<file path="src/rtl/htif_tohost_mon.sv">
// htif_tohost_mon: passive snooper for riscv-tests HTIF "tohost" mailbox
// writes on an AXI write port. Decodes exit and putchar commands and flags
// malformed write traffic. It never drives the bus.
// Optional feature: define HTIF_MON_BRESP_EN to hold each command until the
// matching B response and drop it on a non-OKAY response.
module htif_tohost_mon #(
    parameter logic [31:0] TOHOST_ADDR = 32'h0000_1000,
    parameter int          ID_W        = 6,
    parameter int          LEN_W       = 8,
    parameter int          AWQ_DEPTH   = 4
) (
    input  logic             clk,
    input  logic             rst,
    input  logic             awvalid,
    input  logic             awready,
    input  logic [ID_W-1:0]  awid,
    input  logic [31:0]      awaddr,
    input  logic [LEN_W-1:0] awlen,
    input  logic [2:0]       awsize,
    input  logic [1:0]       awburst,
    input  logic             wvalid,
    input  logic             wready,
    input  logic [31:0]      wdata,
    input  logic [3:0]       wstrb,
    input  logic             wlast,
    input  logic             bvalid,
    input  logic             bready,
    input  logic [ID_W-1:0]  bid,
    input  logic [1:0]       bresp,
    output logic             exit_vld,
    output logic [31:0]      exit_code,
    output logic             char_vld,
    output logic [7:0]       char_data,
    output logic             cmd_err,
    output logic             proto_err,
    output logic             busy
);
    localparam int          PTR_W    = (AWQ_DEPTH > 1) ? $clog2(AWQ_DEPTH) : 1;
    localparam logic [31:0] CHAR_CMD = 32'h0101_0000;
    localparam logic [29:0] LO_WADDR = TOHOST_ADDR[31:2];
    localparam logic [29:0] HI_WADDR = TOHOST_ADDR[31:2] + 30'd1;

    typedef struct packed {
        logic [ID_W-1:0]  id;
        logic [31:0]      addr;
        logic [LEN_W-1:0] len;
        logic [2:0]       size;
        logic [1:0]       burst;
    } aw_t;

    aw_t              q_mem [AWQ_DEPTH];
    logic [PTR_W-1:0] rd_ptr_reg, wr_ptr_reg;
    logic [PTR_W:0]   count_reg;
    logic [LEN_W-1:0] beat_reg;
    logic [31:0]      lo_reg, hi_reg;

    logic aw_hs, w_hs, b_hs, q_empty, q_full;
    aw_t  aw_in, head;
    logic beat_ok, w_orphan, last_beat, wlast_err, pop, bypass_done;
    logic push_req, push, overflow;
    logic [31:0] beat_off, wrap_mask, beat_addr;
    logic hit_lo, hit_hi, commit;
    logic [31:0] lo_merged, hi_merged;
    logic ev_fire, ev_nack, pend_err;
    logic [31:0] ev_lo, ev_hi;
    logic ev_is_exit, ev_is_char, ev_is_bad;

    assign aw_hs   = awvalid & awready;
    assign w_hs    = wvalid & wready;
    assign b_hs    = bvalid & bready;
    assign q_empty = (count_reg == '0);
    assign q_full  = (count_reg == (PTR_W+1)'(AWQ_DEPTH));
    assign aw_in   = {awid, awaddr, awlen, awsize, awburst};

    // An empty queue lets a same-cycle AW feed the beat logic directly.
    assign head        = q_empty ? aw_in : q_mem[rd_ptr_reg];
    assign beat_ok     = w_hs & (~q_empty | aw_hs);
    assign w_orphan    = w_hs & q_empty & ~aw_hs;
    assign last_beat   = (beat_reg == head.len);
    assign wlast_err   = beat_ok & (wlast != last_beat);
    assign pop         = beat_ok & last_beat & ~q_empty;
    assign bypass_done = beat_ok & last_beat & q_empty;
    // A bypassed single-beat burst is finished already and never queued.
    assign push_req    = aw_hs & ~bypass_done;
    assign push        = push_req & (~q_full | pop);
    assign overflow    = push_req & q_full & ~pop;

    // Address of the current beat from the head burst descriptor
    always_comb begin
        beat_off  = 32'(beat_reg) << head.size;
        wrap_mask = ((32'(head.len) + 32'd1) << head.size) - 32'd1;
        case (head.burst)
            2'd0:    beat_addr = head.addr;
            2'd2:    beat_addr = (head.addr & ~wrap_mask) | ((head.addr + beat_off) & wrap_mask);
            default: beat_addr = head.addr + beat_off;
        endcase
    end

    assign hit_lo = beat_ok && (beat_addr[31:2] == LO_WADDR);
    assign hit_hi = beat_ok && (beat_addr[31:2] == HI_WADDR);
    assign commit = hit_hi;

    genvar gi;
    generate
        for (gi = 0; gi < 4; gi++) begin : g_merge
            assign lo_merged[8*gi +: 8] = (hit_lo && wstrb[gi]) ? wdata[8*gi +: 8] : lo_reg[8*gi +: 8];
            assign hi_merged[8*gi +: 8] = (hit_hi && wstrb[gi]) ? wdata[8*gi +: 8] : hi_reg[8*gi +: 8];
        end
    endgenerate

`ifdef HTIF_MON_BRESP_EN
    logic            pend_vld_reg;
    logic [ID_W-1:0] pend_id_reg;
    logic [31:0]     pend_lo_reg, pend_hi_reg;
    logic            b_match, commit_nz;

    assign b_match   = b_hs && pend_vld_reg && (bid == pend_id_reg);
    assign commit_nz = commit && ({hi_merged, lo_merged} != 64'd0);
    assign ev_fire   = b_match && (bresp == 2'b00);
    assign ev_nack   = b_match && (bresp != 2'b00);
    assign ev_lo     = pend_lo_reg;
    assign ev_hi     = pend_hi_reg;
    // A response for the old command in the same cycle frees the slot cleanly.
    assign pend_err  = commit_nz && pend_vld_reg && !b_match;

    // Hold a committed command until its write response arrives
    always_ff @(posedge clk or posedge rst) begin
        if (rst) begin
            pend_vld_reg <= 1'b0;
            pend_id_reg  <= '0;
            pend_lo_reg  <= '0;
            pend_hi_reg  <= '0;
        end else if (commit_nz) begin
            pend_vld_reg <= 1'b1;
            pend_id_reg  <= head.id;
            pend_lo_reg  <= lo_merged;
            pend_hi_reg  <= hi_merged;
        end else if (b_match) begin
            pend_vld_reg <= 1'b0;
        end
    end
`else
    logic unused_b;
    assign ev_fire  = commit;
    assign ev_nack  = 1'b0;
    assign ev_lo    = lo_merged;
    assign ev_hi    = hi_merged;
    assign pend_err = 1'b0;
    assign unused_b = ^{bvalid, bready, bid, bresp, b_hs, head.id};
`endif

    logic unused_lsb;
    assign unused_lsb = ^beat_addr[1:0];

    assign ev_is_exit = (ev_hi == 32'd0) && (ev_lo != 32'd0);
    assign ev_is_char = (ev_hi == CHAR_CMD);
    assign ev_is_bad  = (ev_hi != 32'd0) && !ev_is_char;

    // Descriptor storage; only the pointers need resetting
    always_ff @(posedge clk) begin
        if (push) q_mem[wr_ptr_reg] <= aw_in;
    end

    // Queue pointers, beat counter and mailbox shadow words
    always_ff @(posedge clk or posedge rst) begin
        if (rst) begin
            rd_ptr_reg <= '0;
            wr_ptr_reg <= '0;
            count_reg  <= '0;
            beat_reg   <= '0;
            lo_reg     <= '0;
            hi_reg     <= '0;
        end else begin
            if (push) wr_ptr_reg <= wr_ptr_reg + 1'b1;
            if (pop)  rd_ptr_reg <= rd_ptr_reg + 1'b1;
            case ({push, pop})
                2'b10:   count_reg <= count_reg + 1'b1;
                2'b01:   count_reg <= count_reg - 1'b1;
                default: count_reg <= count_reg;
            endcase
            if (beat_ok) beat_reg <= last_beat ? '0 : beat_reg + 1'b1;
            if (commit) begin
                lo_reg <= '0;
                hi_reg <= '0;
            end else begin
                lo_reg <= lo_merged;
                hi_reg <= hi_merged;
            end
        end
    end

    // Registered event pulses, held payloads and sticky protocol flag
    always_ff @(posedge clk or posedge rst) begin
        if (rst) begin
            exit_vld  <= 1'b0;
            exit_code <= '0;
            char_vld  <= 1'b0;
            char_data <= '0;
            cmd_err   <= 1'b0;
            proto_err <= 1'b0;
        end else begin
            exit_vld  <= ev_fire && ev_is_exit;
            char_vld  <= ev_fire && ev_is_char;
            cmd_err   <= (ev_fire && ev_is_bad) || ev_nack;
            if (ev_fire && ev_is_exit) exit_code <= ev_lo;
            if (ev_fire && ev_is_char) char_data <= ev_lo[7:0];
            proto_err <= proto_err | w_orphan | overflow | wlast_err | pend_err;
        end
    end

    assign busy = ~q_empty | (beat_reg != '0);

endmodule

</file>
<file path="config.mk">
export PLATFORM = sky130hd
export DESIGN_NAME = htif_tohost_mon
export DESIGN_NICKNAME = d
export VERILOG_FILES = /design/src/rtl/htif_tohost_mon.sv
export SDC_FILE = /design/constraint.sdc
export NUM_CORES = 1
export LEC_CHECK = 0
export BUFFER_PORTS_ARGS = -buffer_cell sky130_fd_sc_hd__buf_2
export CORE_ASPECT_RATIO = 1.25
export CORE_UTILIZATION = 50
export DETAILED_ROUTE_END_ITERATION = 16
export PLACE_DENSITY = 0.69
export SLEW_MARGIN = 5
export SYNTH_ARGS = -nofsm -noshare
export SYNTH_HDL_FRONTEND = slang
export SYNTH_SLANG_ARGS = --single-unit
export TNS_END_PERCENT = 5
</file>
<file path="constraint.sdc">
create_clock -name clk -period 20.7 [get_ports clk]
set_clock_uncertainty 0.15 [all_clocks]
set_input_delay 2.07 -clock clk [delete_from_list [all_inputs] [get_ports clk]]
set_output_delay 2.07 -clock clk [all_outputs]
set_load 0.1 [all_outputs]
</file>
* Word-level counts from Yosys, hierarchy flattened
Memory sizes are Yosys's and may differ from the RTL's.
Index checks and enable logic that the tools add are counted.
** Storage, ports and cells
- Register bits after elaboration :: 123
- Bits in writable memories :: 204
- Bits of input ports :: 104
- Word-level logic and storage cells :: 99
- Memories :: 1
** Memories
- q_mem :: depth 4, width 51, rd ports 1, clocked after Yosys merged registers in 0, write ports 1, RTL line 51 : aw_t q_mem [AWQ_DEPTH];
** Operators by class
- $add $sub $neg :: 8
- Equal/unequal tests :: 9
- Shift-type cells :: 2
- Muxes and demuxes :: 16
- Bitwise gates (word level) :: 28
- Reductions and logical operators :: 23
** Operators by type and width (number)
- 8-bit two-way mux :: 9
- 32-bit AND :: 2
- 32-bit two-way mux :: 2
- 32-bit one-hot mux with 2 select lines :: 1
- 32-bit nonzero test :: 2
- 30-bit by 11-bit == test with 1-bit output (second input constant) :: 2
- 45-bit two-way mux :: 1
- 32-bit adder :: 1
- 32-bit by 25-bit == test with 1-bit output (second input constant) :: 1
- 32-bit logical NOT :: 1
- 32-bit NOT :: 1
- 32-bit bitwise OR :: 1
- 8-bit by 3-bit << shifter with 32-bit output :: 1
- 9-bit by 3-bit << shifter with 32-bit output :: 1
- 32-bit by 1-bit subtractor with 32-bit output (second input constant) :: 1
- 1-bit logical AND :: 15
- 1-bit AND :: 13
- 8-bit by 1-bit adder with 9-bit output (second input constant) :: 1
- 8-bit by 1-bit adder with 8-bit output (second input constant) :: 1
- 8-bit == test :: 1
- 8-bit nonzero test :: 1
- 1-bit bitwise OR :: 6
- 3-bit one-hot mux with 2 select lines :: 1
- 1-bit NOT :: 5
- 12 further kinds :: 15

* Longest topological paths before layout
- Depth in word-level cells :: 17
- Gate-level depth with buffers :: 39
- Gate-level depth less buffers :: 27

* Worst setup path after synthesis
OpenSTA, ideal clock, no wires.
- Kind :: flip-flop to flip-flop
- Start point :: register count_reg[2]
- End point :: register exit_code[0]
- Library setup time :: 0.126 ns
- Arrival time :: 8.900 ns
- Data required time :: 20.424 ns
- Slack :: 11.524 ns
- Stages on the path, launching flop included :: 39
- Buffers on the path :: 12
- Period minus slack after synthesis :: 9.176 ns
- Path through :: dfrtp_1 buf_2 or3_1 clkbuf_1 buf_6 buf_6 clkbuf_1 buf_2 buf_1 buf_2 clkbuf_1 nand2_1 nand2_1 ha_1 clkbuf_1 o31a_1 a22oi_1 a211oi_1 (+3 left out) o211ai_2 nor3_2 ha_1 nor2_1 o211ai_1 mux2i_1 a2111oi_0 nand3_1 a2111oi_2 nand4_1 or4_1 buf_4 nor4_4 mux2_4 nor4_4 a31oi_4 buf_6 mux2_4
** Between the ends
- Word-level cells in the longest chain between the ends :: 16
- Elaborated cells on any way between the ends :: 41
** RTL lines
- start: declaration :: RTL line 53 : logic [PTR_W:0] count_reg;
- start signal: assignment :: RTL line 177 : 2'b10: count_reg <= count_reg + 1'b1;
- start signal: assignment :: RTL line 178 : 2'b01: count_reg <= count_reg - 1'b1;
- start signal: assignment :: RTL line 179 : default: count_reg <= count_reg;
- 3-bit logical NOT (*) :: RTL line 71 : assign q_empty = (count_reg == '0);
- 45-bit two-way mux :: RTL line 76 : assign head = q_empty ? aw_in : q_mem[rd_ptr_reg];
- 8-bit by 1-bit adder with 9-bit output :: RTL line 91 : wrap_mask = ((32'(head.len) + 32'd1) << head.size) - 32'd1;
- 9-bit by 3-bit << shifter with 32-bit output :: RTL line 91
- 32-bit by 1-bit subtractor with 32-bit output :: RTL line 91
- 32-bit NOT :: RTL line 94 : 2'd2: beat_addr = (head.addr & ~wrap_mask) | ((head.addr + beat_off) & wrap_mask);
- 32-bit AND :: RTL line 94
- 32-bit bitwise OR :: RTL line 94
- 32-bit one-hot mux with 2 select lines :: RTL line 92 : case (head.burst)
- 30-bit by 11-bit == test with 1-bit output (on tied branches) :: RTL line 100, 99
- 1-bit logical AND (on tied branches) :: RTL line 100, 99
- 1-bit logical AND (on tied branches) :: RTL line 107, 106
- 8-bit two-way mux (on tied branches) :: RTL line 107, 106
- 32-bit logical NOT or 32-bit nonzero test (tied branches) :: RTL line 155 : assign ev_is_exit = (ev_hi == 32'd0) && (ev_lo != 32'd0);
- 1-bit logical AND :: RTL line 155
- 1-bit logical AND :: RTL line 205 : if (ev_fire && ev_is_exit) exit_code <= ev_lo;
- end signal: assignment :: RTL line 205
- end: declaration :: RTL line 31 : output logic [31:0] exit_code,
Every way passes the cells marked *; elsewhere a longest branch is shown, timed or not.
A chain may end at the register's enable or synchronous reset.

* Final worst setup path
- Start point :: input awlen[0]
- End point :: register exit_code[13]
** Between the ends
- Word-level cells in the longest chain between the ends :: 15
- Elaborated cells on any way between the ends :: 33
** RTL lines
- start: declaration :: RTL line 18 : input logic [LEN_W-1:0] awlen,
- 45-bit two-way mux (*) :: RTL line 76
- 8-bit by 1-bit adder with 9-bit output (*) :: RTL line 91
- 9-bit by 3-bit << shifter with 32-bit output (*) :: RTL line 91
- 32-bit by 1-bit subtractor with 32-bit output (*) :: RTL line 91
- 32-bit NOT :: RTL line 94
- 32-bit AND :: RTL line 94
- 32-bit bitwise OR (*) :: RTL line 94
- 32-bit one-hot mux with 2 select lines (*) :: RTL line 92
- 30-bit by 11-bit == test with 1-bit output (on tied branches) :: RTL line 100, 99
- 1-bit logical AND (on tied branches) :: RTL line 100, 99
- 1-bit logical AND (on tied branches) :: RTL line 107, 106
- 8-bit two-way mux (on tied branches) :: RTL line 107, 106
- 32-bit logical NOT or 32-bit nonzero test (tied branches) :: RTL line 155
- 1-bit logical AND :: RTL line 155
- 1-bit logical AND :: RTL line 205
Marks and branches as above.

==> results by group <==
Clock tree
  • Hold buffer count at CTS: 0
  • Clock network latency to the later pin of the worst-skew pair: 0.57 ns
  • CTS H-tree depth: 1
  • Clk buf depth: 3
  • CTS root buf: clkbuf_16
  • Post-CTS setup buffer count: 0
  • Clk slew on worst S/H paths: 0.06 ns
  • CTS tree: built
  • CTS sink count: 303
  • Total CTS buffers: 29
  • Post-CTS sizing: 0

Worst hold path
  • Hold Crit Class: reg -> reg

STA
  • Hold Vio Cnt, Final: 0
  • Slew HR: 0.210
  • Final min period: 10.73 ns
  • Fin. max-slew vios: 0
  • Worst-Margin Slew: 1.19 ns
  • Setup TNS: 0 ns
  • Final setup viols: 0
  • Fin crit share: 0.518
  • Fmax: 93.2 MHz
  • RSZ-0062 raised after global routing: no

Setup path
  • CP Data Arrival Time: 11.02 ns
  • CP Max Fanout: 30
  • Largest delay share family, worst path: compound AO/OA/AOI/OAI gates
  • Crit path kind: in -> reg
  • Crit start category: input pin
  • Required @ worst endpoint: 20.99 ns
  • Largest stage delay, worst path: 0.90 ns
  • CP Capture Type: register
  • WP buf/inv: 3
  • Slowest-stage cell, CP: a222oi_1

Detailed routing
  • Antenna-violating nets left: 0
  • Starting DRC count in detailed routing: 838
  • Residual DRC: 3
  • DR vias/cell: 6.20
  • Drt pass-1 iters: 11
  • Routed WL: 43300 um
  • DR vias: 12.6k
  • DR WL/cell: 21.3 um

Synthesis
  • Seq cells post-synth: 303
  • Top FF cell, synth: edfxtp_1
  • Register area share after synthesis: 0.504
  • Yosys Warn Count: 0
  • Post-Syn Area per Cell: 11.4 um2
  • Post-Syn Nets: 1607
  • Cell Area, Synth: 16800 um2
  • EDFF count, synth: 180
  • FFs w/ async S/R, synth: 0.406
  • Gate Count Post-Synth: 1480
  • Post-synth cell types: 91

Global routing
  • M3 GR Usage: 0.0439
  • Largest net degree at the start of global routing: 68
  • Total congestion overflow: 0
  • First-pass GRT wire length: 69500 um
  • Vias in the first global route: 12.8k
  • Gr busiest metal: met2
  • All-Layer GR Usage: 0.255
  • Met2 Use GR: 0.430
  • Met1 Track Usage GR: 0.320
  • Initial antenna violation count: 4

Power and ir drop
  • PD cells: 127 nW/um2
  • Leakage: 7.65 nW
  • Power Total: 2.39 mW
  • Max VDD drop: 76.9 uV

Flow run
  • Max Cap Viol: 0

Placement
  • PortBufs: 132
  • Placer Congestion: 0.988
  • Dpl cells: 1980
  • HPWL after detailed placement: 30600 um

Layout
  • Max reg flops: 180
  • Reg with most FFs: q_mem
  • Commonest non-fill, non-tap cell in the layout: edfxtp_1
  • Syn-to-layout area delta: 11.7%
  • Nets: 1720
  • Highest-count cells in the layout ignoring fill and taps: edfxtp_1 (180), nand2_1 (172), buf_2 (132)
  • Core Util, Final: 0.572
  • Final cell count without fillers: 2034
  • Layout fillers: 2710
  • Share of layout cells above drive strength 1: 0.195

Status
  • Status: finished with violations
  • Failing checks: DRC

Floorplanning
  • Die area: 34400 um2
  • # IOs: 149
  • Starting density of the core: 0.512
  • Row count: 74
  • Width of the die: 166 um
  • Placeable Area: 32900 um2
  • Chip height: 207 um
## logic make-up (layout without fill, tap and decap cells)
| kind of cell | count (synthesis) | in the layout | share of synthesized area |
|---|---|---|---|
| and+or+nand+nor | 543 | 543 | 0.166 |
| DFF | 303 | 303 | 0.504 |
| AOI/OAI and AO/OA | 278 | 278 | 0.116 |
| muxes | 173 | 173 | 0.143 |
| buffers and inverters | 117 | 252 | 0.0312 |
| xor gates and xnor gates | 43 | 43 | 0.0224 |
| adders and majority gates | 23 | 23 | 0.0175 |
| other | 0 | 1 | 0 |
## routing by layer
layer | wire length, um | share of wire
met5 | 34 | 0.00078
met3 | 2610 | 0.060
met1 | 17500 | 0.40
met2 | 21100 | 0.49
met4 | 2050 | 0.047
## cell type report
type                            instances  area [um2]  area share
Inverter                               47         179     0.00952
Antenna cell                            1        2.50    0.000133
Clock buffer                           38         801      0.0426
Timing Repair Buffer                  152         811      0.0432
Sequential cell                       303        8490       0.452
Multi-Input combinational cell       1060        7830       0.417
Tap cell                              418         523      0.0278
Clock inverter                         15         155     0.00826
## cell usage after synthesis (10+ instances only)
cell | n | share of area
edfxtp_1 | 180 | 0.32
inv_1 | 46 | 0.010
nand2_1 | 172 | 0.038
and3_1 | 10 | 0.0037
xnor2_1 | 31 | 0.016
clkbuf_1 | 35 | 0.0078
mux2_4 | 12 | 0.011
mux2i_1 | 86 | 0.051
buf_2 | 18 | 0.0054
dfrtp_1 | 123 | 0.18
nor2_1 | 94 | 0.021
ha_1 | 22 | 0.016
nand3_1 | 52 | 0.015
nand4_1 | 25 | 0.0093
a21oi_1 | 51 | 0.015
a31oi_1 | 16 | 0.0059
nor3_1 | 43 | 0.013
xor2_1 | 12 | 0.0062
and2_1 | 59 | 0.022
a21o_1 | 25 | 0.011
a211oi_1 | 14 | 0.0062
o211ai_1 | 17 | 0.0076
o31ai_1 | 13 | 0.0058
o21ai_0 | 43 | 0.013
nor4_1 | 22 | 0.0082
mux4_2 | 46 | 0.062
mux2_2 | 25 | 0.017
## worst min-delay path, cell delays in order, from the launching register on
cell and delay [ns]:
dfrtp_1 0.34, a31oi_1 0.04, o21ai_0 0.06
## stage by stage
step                hold slack, ns  worst slack [ns]  cell area [um2]
CTS                          0.331             10.10            18800
detailed placement           0.317              9.56            17800
global placement             0.311              9.73            17800
global route                 0.344              9.38            18800
finish                       0.328              9.97            18800
floorplan                    0.303             11.52            16800
## final timing paths
check                           cells past startpoint       endpoint  slack (ns)     startpoint
worst max register to register                     28  exit_code[13]       10.13  rd_ptr_reg[1]
max in group asynchronous                           3  exit_code[10]       17.64            rst
min in group asynchronous                           2    beat_reg[1]        1.53            rst
worst max-delay path                               27  exit_code[13]        9.97       awlen[0]
worst min-delay path                                2      proto_err        0.33      proto_err
worst min register to register                      2      proto_err        0.33      proto_err
## power breakdown
group | internal (mW) | switching, mW | total, mW
logic | 0.402 | 0.722 | 1.12
registers | 0.693 | 0.0391 | 0.732
clock network | 0.309 | 0.225 | 0.535
No activity file was read; power rests on OpenSTA's default activity.
